`src/rtl/ram_bist_pkg.sv`:
```
// Shared definitions for the RAM built-in self-test controller: FSM state
// type and the data pattern written to / expected from each address.
package ram_bist_pkg;

   // Working width for the pattern helper; callers truncate to their DW,
   // which gives the modulo-2**DW wrap for free.
   localparam int PAT_W = 32;

   // Largest supported RAM read latency.
   localparam int MAX_READ_LAT = 4;

   typedef enum logic [2:0] {
      IDLE,
      WRITE,
      READ,
      DRAIN,
      DONE
   } state_t;

   // Data written to an address and expected back from it.
   function automatic logic [PAT_W-1:0] pattern(input logic [PAT_W-1:0] addr,
                                                input logic [PAT_W-1:0] offset);
      return addr + offset;
   endfunction

endpackage

```
`src/rtl/ram_bist_ctrl_if.sv`:
```
// Single RAM port as seen by a requester (master) and by the RAM (slave).
interface ram_bist_ctrl_if #(
   parameter int AW = 2,
   parameter int DW = 4
);

   logic          ram_en;
   logic          ram_wr;
   logic [AW-1:0] ram_addr;
   logic [DW-1:0] ram_din;
   logic [DW-1:0] ram_dout;

   modport master (
      output ram_en,
      output ram_wr,
      output ram_addr,
      output ram_din,
      input  ram_dout
   );

   modport slave (
      input  ram_en,
      input  ram_wr,
      input  ram_addr,
      input  ram_din,
      output ram_dout
   );

endinterface

```
`src/rtl/ram_bist_chk.sv`:
```
// Read-back checker: delays {valid, addr, expected} by the RAM read latency,
// compares against the returned data and keeps the error count and the
// address of the first mismatch of the run.
module ram_bist_chk
   import ram_bist_pkg::*;
#(
   parameter int          AW       = 2,
   parameter int          DW       = 4,
   parameter int unsigned READ_LAT = 1
) (
   input  logic          clk,
   input  logic          rst,
   input  logic          clr,
   input  logic          push,
   input  logic [AW-1:0] addr,
   input  logic [DW-1:0] exp,
   input  logic [DW-1:0] ram_dout,
   output logic [AW:0]   err_count,
   output logic [AW-1:0] first_err_addr
);

   // Saturation point: every address of the RAM mismatched.
   localparam logic [AW:0] ERR_MAX = {1'b1, {AW{1'b0}}};

   logic          pv [READ_LAT];
   logic [AW-1:0] pa [READ_LAT];
   logic [DW-1:0] pe [READ_LAT];
   logic          mismatch;

   // Shift pipeline aligning each issued read with its returning data.
   always_ff @(posedge clk) begin
      if (rst || clr) begin
         for (int unsigned i = 0; i < READ_LAT; i++) begin
            pv[i] <= 1'b0;
            pa[i] <= '0;
            pe[i] <= '0;
         end
      end else begin
         pv[0] <= push;
         pa[0] <= addr;
         pe[0] <= exp;
         for (int unsigned i = 1; i < READ_LAT; i++) begin
            pv[i] <= pv[i-1];
            pa[i] <= pa[i-1];
            pe[i] <= pe[i-1];
         end
      end
   end

   // Compare the pipeline head with the data the RAM is returning now.
   always_comb begin
      mismatch = pv[READ_LAT-1] && (ram_dout != pe[READ_LAT-1]);
   end

   // Error counter (saturating) and first-failing-address capture.
   always_ff @(posedge clk) begin
      if (rst || clr) begin
         err_count      <= '0;
         first_err_addr <= '0;
      end else if (mismatch) begin
         if (err_count != ERR_MAX) begin
            err_count <= err_count + 1'b1;
         end
         if (err_count == '0) begin
            first_err_addr <= pa[READ_LAT-1];
         end
      end
   end

endmodule

```
`src/rtl/ram_bist_ctrl.sv`:
```
// RAM self-test initiator: writes (addr + offset) to every location, reads
// everything back, waits for the last read data and reports pass/fail with
// mismatch count and first failing address. All outputs decode from state.
module ram_bist_ctrl
   import ram_bist_pkg::*;
#(
   parameter int          AW       = 2,
   parameter int          DW       = 4,
   parameter int unsigned READ_LAT = 1
) (
   input  logic            clk,
   input  logic            rst,
   input  logic            start,
   input  logic [DW-1:0]   offset,
   output logic            busy,
   output logic            done,
   output logic            pass,
   output logic [AW:0]     err_count,
   output logic [AW-1:0]   first_err_addr,
   ram_bist_ctrl_if.master ram
);

   localparam logic [2:0] DRAIN_LAST = 3'(READ_LAT - 1);

   state_t        state;
   state_t        state_n;
   logic [AW-1:0] cnt;
   logic [AW-1:0] cnt_n;
   logic [2:0]    drain_cnt;
   logic [2:0]    drain_n;
   logic [DW-1:0] offset_q;
   logic [DW-1:0] offset_n;
   logic          clr;
   logic          push;
   logic [DW-1:0] exp_data;

   // Pattern for the current address under the latched offset.
   always_comb begin
      exp_data = DW'(pattern(PAT_W'(cnt), PAT_W'(offset_q)));
   end

   // State, address counter, drain counter and latched offset registers.
   always_ff @(posedge clk) begin
      if (rst) begin
         state     <= IDLE;
         cnt       <= '0;
         drain_cnt <= '0;
         offset_q  <= '0;
      end else begin
         state     <= state_n;
         cnt       <= cnt_n;
         drain_cnt <= drain_n;
         offset_q  <= offset_n;
      end
   end

   // Next-state logic; start is only honoured from IDLE or DONE.
   always_comb begin
      state_n  = state;
      cnt_n    = cnt;
      drain_n  = drain_cnt;
      offset_n = offset_q;
      clr      = 1'b0;
      push     = 1'b0;
      case (state)
         IDLE, DONE: begin
            if (start) begin
               offset_n = offset;
               clr      = 1'b1;
               cnt_n    = '0;
               state_n  = WRITE;
            end
         end
         WRITE: begin
            cnt_n = cnt + 1'b1;
            if (cnt == '1) begin
               state_n = READ;
            end
         end
         READ: begin
            push  = 1'b1;
            cnt_n = cnt + 1'b1;
            if (cnt == '1) begin
               drain_n = '0;
               state_n = DRAIN;
            end
         end
         DRAIN: begin
            drain_n = drain_cnt + 1'b1;
            if (drain_cnt == DRAIN_LAST) begin
               state_n = DONE;
            end
         end
         default: begin
            state_n = IDLE;
         end
      endcase
   end

   // Output decode from registered state; no path from start or ram_dout.
   always_comb begin
      busy = (state == WRITE) || (state == READ) || (state == DRAIN);
      done = (state == DONE);
      pass = done && (err_count == '0);
   end

   assign ram.ram_en   = (state == WRITE) || (state == READ);
   assign ram.ram_wr   = (state == WRITE);
   assign ram.ram_addr = cnt;
   assign ram.ram_din  = (state == WRITE) ? exp_data : '0;

   ram_bist_chk #(
      .AW       (AW),
      .DW       (DW),
      .READ_LAT (READ_LAT)
   ) u_chk (
      .clk            (clk),
      .rst            (rst),
      .clr            (clr),
      .push           (push),
      .addr           (cnt),
      .exp            (exp_data),
      .ram_dout       (ram.ram_dout),
      .err_count      (err_count),
      .first_err_addr (first_err_addr)
   );

endmodule

```
`src/flat_wrapper.sv`:
```
// flat-port wrapper written by rule: the top's interface ports become plain ports
module ram_bist_ctrl_flat import ram_bist_pkg::*;
#(
   parameter int          AW       = 2,
   parameter int          DW       = 4,
   parameter int unsigned READ_LAT = 1
)
  (clk, rst, start, offset, busy, done, pass, err_count, first_err_addr, ram_ram_en, ram_ram_wr, ram_ram_addr, ram_ram_din, ram_ram_dout);
  ram_bist_ctrl_if #(.AW(AW), .DW(DW)) ram_i ();
  input  logic clk;
  input  logic rst;
  input  logic start;
  input  logic [DW-1:0] offset;
  output logic busy;
  output logic done;
  output logic pass;
  output logic [AW:0] err_count;
  output logic [AW-1:0] first_err_addr;
  output wire logic [$bits(ram_i.ram_en)-1:0] ram_ram_en;
  output wire logic [$bits(ram_i.ram_wr)-1:0] ram_ram_wr;
  output wire logic [$bits(ram_i.ram_addr)-1:0] ram_ram_addr;
  output wire logic [$bits(ram_i.ram_din)-1:0] ram_ram_din;
  input wire logic [$bits(ram_i.ram_dout)-1:0] ram_ram_dout;
  assign ram_ram_en = ram_i.ram_en;
  assign ram_ram_wr = ram_i.ram_wr;
  assign ram_ram_addr = ram_i.ram_addr;
  assign ram_ram_din = ram_i.ram_din;
  assign ram_i.ram_dout = ram_ram_dout;
  ram_bist_ctrl #(.AW(AW), .DW(DW), .READ_LAT(READ_LAT)) u_core (.clk(clk), .rst(rst), .start(start), .offset(offset), .busy(busy), .done(done), .pass(pass), .err_count(err_count), .first_err_addr(first_err_addr), .ram(ram_i));
endmodule
```
`config.mk`:
```
export PLATFORM = sky130hd
export DESIGN_NAME = ram_bist_ctrl_flat
export DESIGN_NICKNAME = d
export VERILOG_FILES = /design/src/rtl/ram_bist_pkg.sv /design/src/rtl/ram_bist_ctrl_if.sv /design/src/rtl/ram_bist_chk.sv /design/src/rtl/ram_bist_ctrl.sv /design/src/flat_wrapper.sv
export SDC_FILE = /design/constraint.sdc
export NUM_CORES = 1
export LEC_CHECK = 0
export ABC_AREA = 1
export CAP_MARGIN = 20
export CORE_MARGIN = 10
export CORE_UTILIZATION = 45
export CTS_BUF_LIST = sky130_fd_sc_hd__clkbuf_4
export DETAILED_ROUTE_END_ITERATION = 10
export GPL_ROUTABILITY_DRIVEN = 0
export PLACE_DENSITY = 0.72
export RECOVER_POWER = 50
export SYNTH_ARGS = -nofsm -noshare
export SYNTH_HDL_FRONTEND = slang
export SYNTH_SLANG_ARGS = --single-unit
export TNS_END_PERCENT = 50
```
`constraint.sdc`:
```
create_clock -name clk -period 3.78 [get_ports clk]
set_input_delay 1.134 -clock clk [delete_from_list [all_inputs] [get_ports clk]]
set_output_delay 1.134 -clock clk [all_outputs]
set_load 0.005 [all_outputs]
```
Word-level counts from Yosys, hierarchy flattened
Memory sizes are Yosys's and may differ from the RTL's. A register that Yosys moved wholly into a read port is not among the register bits.
Index checks and enable logic that the tools add are counted.
W data, S select, Z words.

word-level totals
  register bits = 15
  bits in writable memories = 7
  output and inout bits = 16
  word-level logic and storage cells = 66
  memories kept = 3

cells by class
  add/subtract/negate cells = 4
  eq/ne operators = 11
  mux-type cells = 22
  reduce and logical (&&, ||, !) cells = 21

memories
  name             depth  bits a word  read ports  clocked after memory_dff  write ports  line                RTL
  u_core.u_chk.pe  1      4            1           0                         1            ram_bist_chk.sv:27  logic [DW-1:0] pe [READ_LAT];
  u_core.u_chk.pa  1      2            1           1                         1            ram_bist_chk.sv:26  logic [AW-1:0] pa [READ_LAT];
  u_core.u_chk.pv  1      1            1           0                         1            ram_bist_chk.sv:25  logic pv [READ_LAT];

operators by type and width
  kind                   number
  $mux W3                5
  $pmux W3 S4            1
  $mux W1                10
  $reduce_and A2 Y1      5
  $logic_not A3 Y1       3
  $mux W4                2
  $add A3 B1 Y3 const B  2
  $eq A3 B2 Y1 const B   2
  $ne A2 B1 Y1 const B   3
  $pmux W3 S2            1
  $reduce_or A2 Y1       3
  $add A2 B4 Y4          1
  $mux W2                2
  $ne A4 B4 Y1           1
  $pmux W2 S2            1
  $reduce_and A4 Y1      1
  $reduce_bool A2 Y1     2
  $reduce_or A4 Y1       1
  $eq A3 B1 Y1 const B   1
  $eq A3 B3 Y1 const B   1
  $logic_or A1 B1 Y1     3
  $ne A3 B3 Y1 const B   1
  $add A2 B1 Y2 const B  1
  $eq A2 B2 Y1 const B   1
  other kinds (3)        4

Logic depth before layout (Yosys ltp)
  depth after elaboration = 7
  mapped depth = 9
  depth with buffers taken out = 9

Hierarchy
A second synthesis with hierarchy kept.

second synthesis, totals
  cell total of the unflattened synthesis = 198
  area, all modules = 1365.1 µm²

by module, submodules not included
  module         instances  cells an instance  area each (µm²)  seq. area each (µm²)
  ram_bist_ctrl  1          104                737.0            240.2
  ram_bist_chk   1          94                 628.1            240.2

Worst setup path after synthesis
OpenSTA, ideal clock, no wires.

  kind = register -> output
  start = reg u_core.cnt[0], in the netlist u_core.ram.ram_addr[0]
  end = out ram_ram_din[2]
  arrival = 1.264 ns
  data required time = 2.646 ns
  slack = 1.382 ns
  cell stages (with the launch flop) = 6
  buffers on the path = 0
  cell sequence = dfxtp_1 > ha_1 > inv_1 > fa_1 > xor2_1 > nor2_1

on the way
  word-level cells in the longest chain between the ends = 2

RTL lines
  what                    line                  RTL
  from (decl)             ram_bist_ctrl.sv:27   logic [AW-1:0] cnt;
  from (signal assigned)  ram_bist_ctrl.sv:51   cnt <= cnt_n;
  $add A2 B4 Y4           ram_bist_pkg.sv:23    return addr + offset;
  $mux W4                 ram_bist_ctrl.sv:110  assign ram.ram_din = (state == WRITE) ? exp_data : '0;
  to (decl)               flat_wrapper.sv:22    output wire logic [$bits(ram_i.ram_din)-1:0] ram_ram_din;

Every way passes these cells.

Final worst setup path
Same ends and word-level chain as after synthesis.

==> results.ini <==
[run_status]
outcome = complete, no violations

[floorplan]
num_io_pins = 27
dieHeight_um = 72.8
start_util_pct = 46.3
die_width_um = 72.8
fp.dieArea_mm2 = 0.00530
num_rows = 19
design.core.area_mm2 = 0.00271

[critical_path]
crit_path_start = u_core.ram.ram_addr[0]$_SDFFE_PP0P_
critPathKind = flip-flop to output port
worst_r2r_endpoint = u_core.u_chk.pe[0][3]$_SDFF_PP0_
end_kind = output port
start_kind = flip-flop
rr_startpoint = u_core.state[0]$_SDFFE_PP0P_
required_ps = 2650
worst_ep_arrival_time_ps = 2140
rrSetupSlack_ps = 2270
r2r_cells = 6
crit_path_max_fanout = 5

[place]
port-buffer-count = 26
dpl.hpwl_um = 2140

[routing]
drt_pass1_iterations = 4
via_count = 1069
avgRoutedWirePerCell_um = 10.9
ant_nets = 0
routed_wl_um = 2490
first_iter_violations = 42
drc = 0
vias_per_cell = 4.69

[clock_tree]
clkSlewWorstSetupHoldPaths_ps = 120
clock-sinks = 24
post_cts_buffers = 0
clock_latency_ps = 300
cts.repair.resized = 0
clockBufferDepth = 2
cts-root-buf = clkbuf_4
htreeDepth = 1
numCtsBuffers = 3
ctsHoldBuffers = 0
cts_tree = yes

[synth]
synth_seq_cells = 24
ys_types = 26
synth_cells = 169
yosysTopAreaCellShare_pct = 38.3
synth_edf_count = 0
synth_area_mm2 = 0.00125
synth_top_area_cell = dfxtp_1
synthTopCellsByCount = 32 x nand2_1, 31 x nor2_1, 24 x dfxtp_1, 24 x inv_1
yosys_warnings = 0
synth_ff_type = dfxtp_1
yosysMostFrequentCell = nand2_1
synthArstFlopShare_pct = 0
syn_nets = 188
synth_area_leaders = dfxtp_1 38%, nand2_1 9.6%, nor2_1 9.3%
syn_area_per_cell_um2 = 7.42
synth.yosys.seq_area_share_pct = 38.3

[timing]
finClkSkew_ps = 7.13
max_slew.worst_pin.slew_ps = 398
setup_viol = 0
fmax_ghz = 0.306
setup-tns-final_ps = 0
finalCritPeriodShare_pct = 86.6
min_period_ps = 3270
max_slew_margin_pct = 73.2
rsz0062_at_grt = no
slew_violations = 0
final-hold-violation-count = 0

[global_route]
grt_pass1_wl_um = 4360
grt_pass1_vias = 1063
grt_usage_pct = 9.93
grt_max_degree = 13
antenna_found_initial = 0
overflow = 0

[worst_hold_path]
hold_end = u_core.u_chk.first_err_addr[1]$_SDFFE_PP0P_
hold_depth = 2
hold_class = flip-flop to flip-flop
hold_start = u_core.u_chk.first_err_addr[1]$_SDFFE_PP0P_

[job]
drv_cap = 0

[power_and_ir_drop]
power.internal_w = 0.000504
power_density_mw_per_mm2 = 528
ir_drop_mv = 0.355
switching_share_pct = 38.9
power_w = 0.000825
comb_power_share_pct = 45.8
p_sw_w = 0.000321
p_seq_share_pct = 41.4
power.leakage_nw = 0.680
clockPowerShare_pct = 12.8

[cells_and_area]
nets = 218
n_antenna_cell = 0
area_growth_pct = 24.6
drive_gt1_share_pct = 11.2
n_fill_cell = 267

power groups by stage:
stage               registers, W  clock network (W)  logic (W)
floorplan               0.000340                  0   0.000256
global placement        0.000346                  0   0.000375
detailed placement      0.000348                  0   0.000387
CTS                     0.000342           0.000111   0.000388
global route            0.000350           0.000122   0.000433
finish                  0.000342           0.000106   0.000377
state kept, by name (all words and copies together), names as in the netlist:
name / cells
u_core.u_chk.first_err_addr: 2
u_core.drain_cnt: 3
u_core.u_chk.err_count: 3
u_core.offset_q: 4
u_core.state: 3
u_core.u_chk.pa: 2
u_core.ram.ram_addr: 2
u_core.u_chk.pe: 4
u_core.u_chk.pv: 1
placed cells by master, fill, tap and decap left out, types with 2 or more instances in the layout:
| cell type | synthesis | layout |
|---|---|---|
| a21oi_1 | 6 | 6 |
| a21oi_2 | 4 | 4 |
| clkbuf_4 | 0 | 3 |
| clkdlybuf4s50_1 | 0 | 24 |
| dfxtp_1 | 24 | 24 |
| dlygate4sd3_1 | 0 | 2 |
| ha_1 | 7 | 7 |
| inv_1 | 24 | 26 |
| inv_2 | 7 | 5 |
| nand2_1 | 32 | 33 |
| nand2_4 | 2 | 2 |
| nand3_1 | 4 | 4 |
| nand4_1 | 4 | 4 |
| nor2_1 | 31 | 31 |
| nor2_2 | 2 | 2 |
| nor2_4 | 2 | 2 |
| o21ai_0 | 5 | 6 |
| xor2_1 | 3 | 3 |
logic make-up after synthesis:
family,Yosys count,share of synthesized area [%]
AND/OR/NAND/NOR,81,29.3
flip-flops,24,38.3
AO/OA/AOI/OAI,20,10.8
adder cells (fa/ha/maj),8,8.58
buffers and inverters,32,10.2
XOR/XNOR,4,2.79
area by class of cell:
cell class,instances,area [um2],share of cell area [%]
clock buffer,3,22.5,1.44
timing repair buffer,26,260,16.7
multi-input combinational,113,643,41.2
sequential,24,480,30.8
tap,31,38.8,2.48
inverter,31,116,7.45
metal layers:
metal  global-route usage, %  share of wire, %  vias up
li1                        -                 -      580
met1                    10.0                40      470
met5                       0                 0        -
met2                    18.5                54       17
met3                    3.81               5.6        2
met4                    2.53              0.56        0
how the worst max path moves through the flow:
| stage | endpoint | slack (ps) | cells after the start |
|---|---|---|---|
| global route | ram_ram_din[2] | 340 | 6 |
| CTS | ram_ram_din[2] | 470 | 6 |
| global placement | ram_ram_din[2] | 890 | 6 |
| detailed placement | ram_ram_din[2] | 840 | 6 |
| finish | ram_ram_din[2] | 510 | 6 |
| floorplan | ram_ram_din[2] | 1380 | 5 |
through the flow:
step | worst slack [ps] | cells | util [%] | cell area (um2) | hold slack [ps]
2_1_floorplan | 1380 | 169 | - | 1250 | 448
3_3_place_gp | 887 | 225 | 56.9 | 1540 | 449
3_5_place_dp | 838 | 225 | 56.9 | 1540 | 460
4_1_cts | 474 | 228 | 57.7 | 1560 | 478
5_1_grt | 342 | 228 | 57.6 | 1560 | 499
6_report | 508 | 228 | 57.6 | 1560 | 475
critical path, cell delays in order (launching register included):
cell             delay [ps]
dfxtp_1                 410
ha_1                    190
inv_1                    60
fa_1                    400
xor2_1                  170
nor2_1                   90
clkdlybuf4s50_1         510
(Power assumes the default switching activity.)
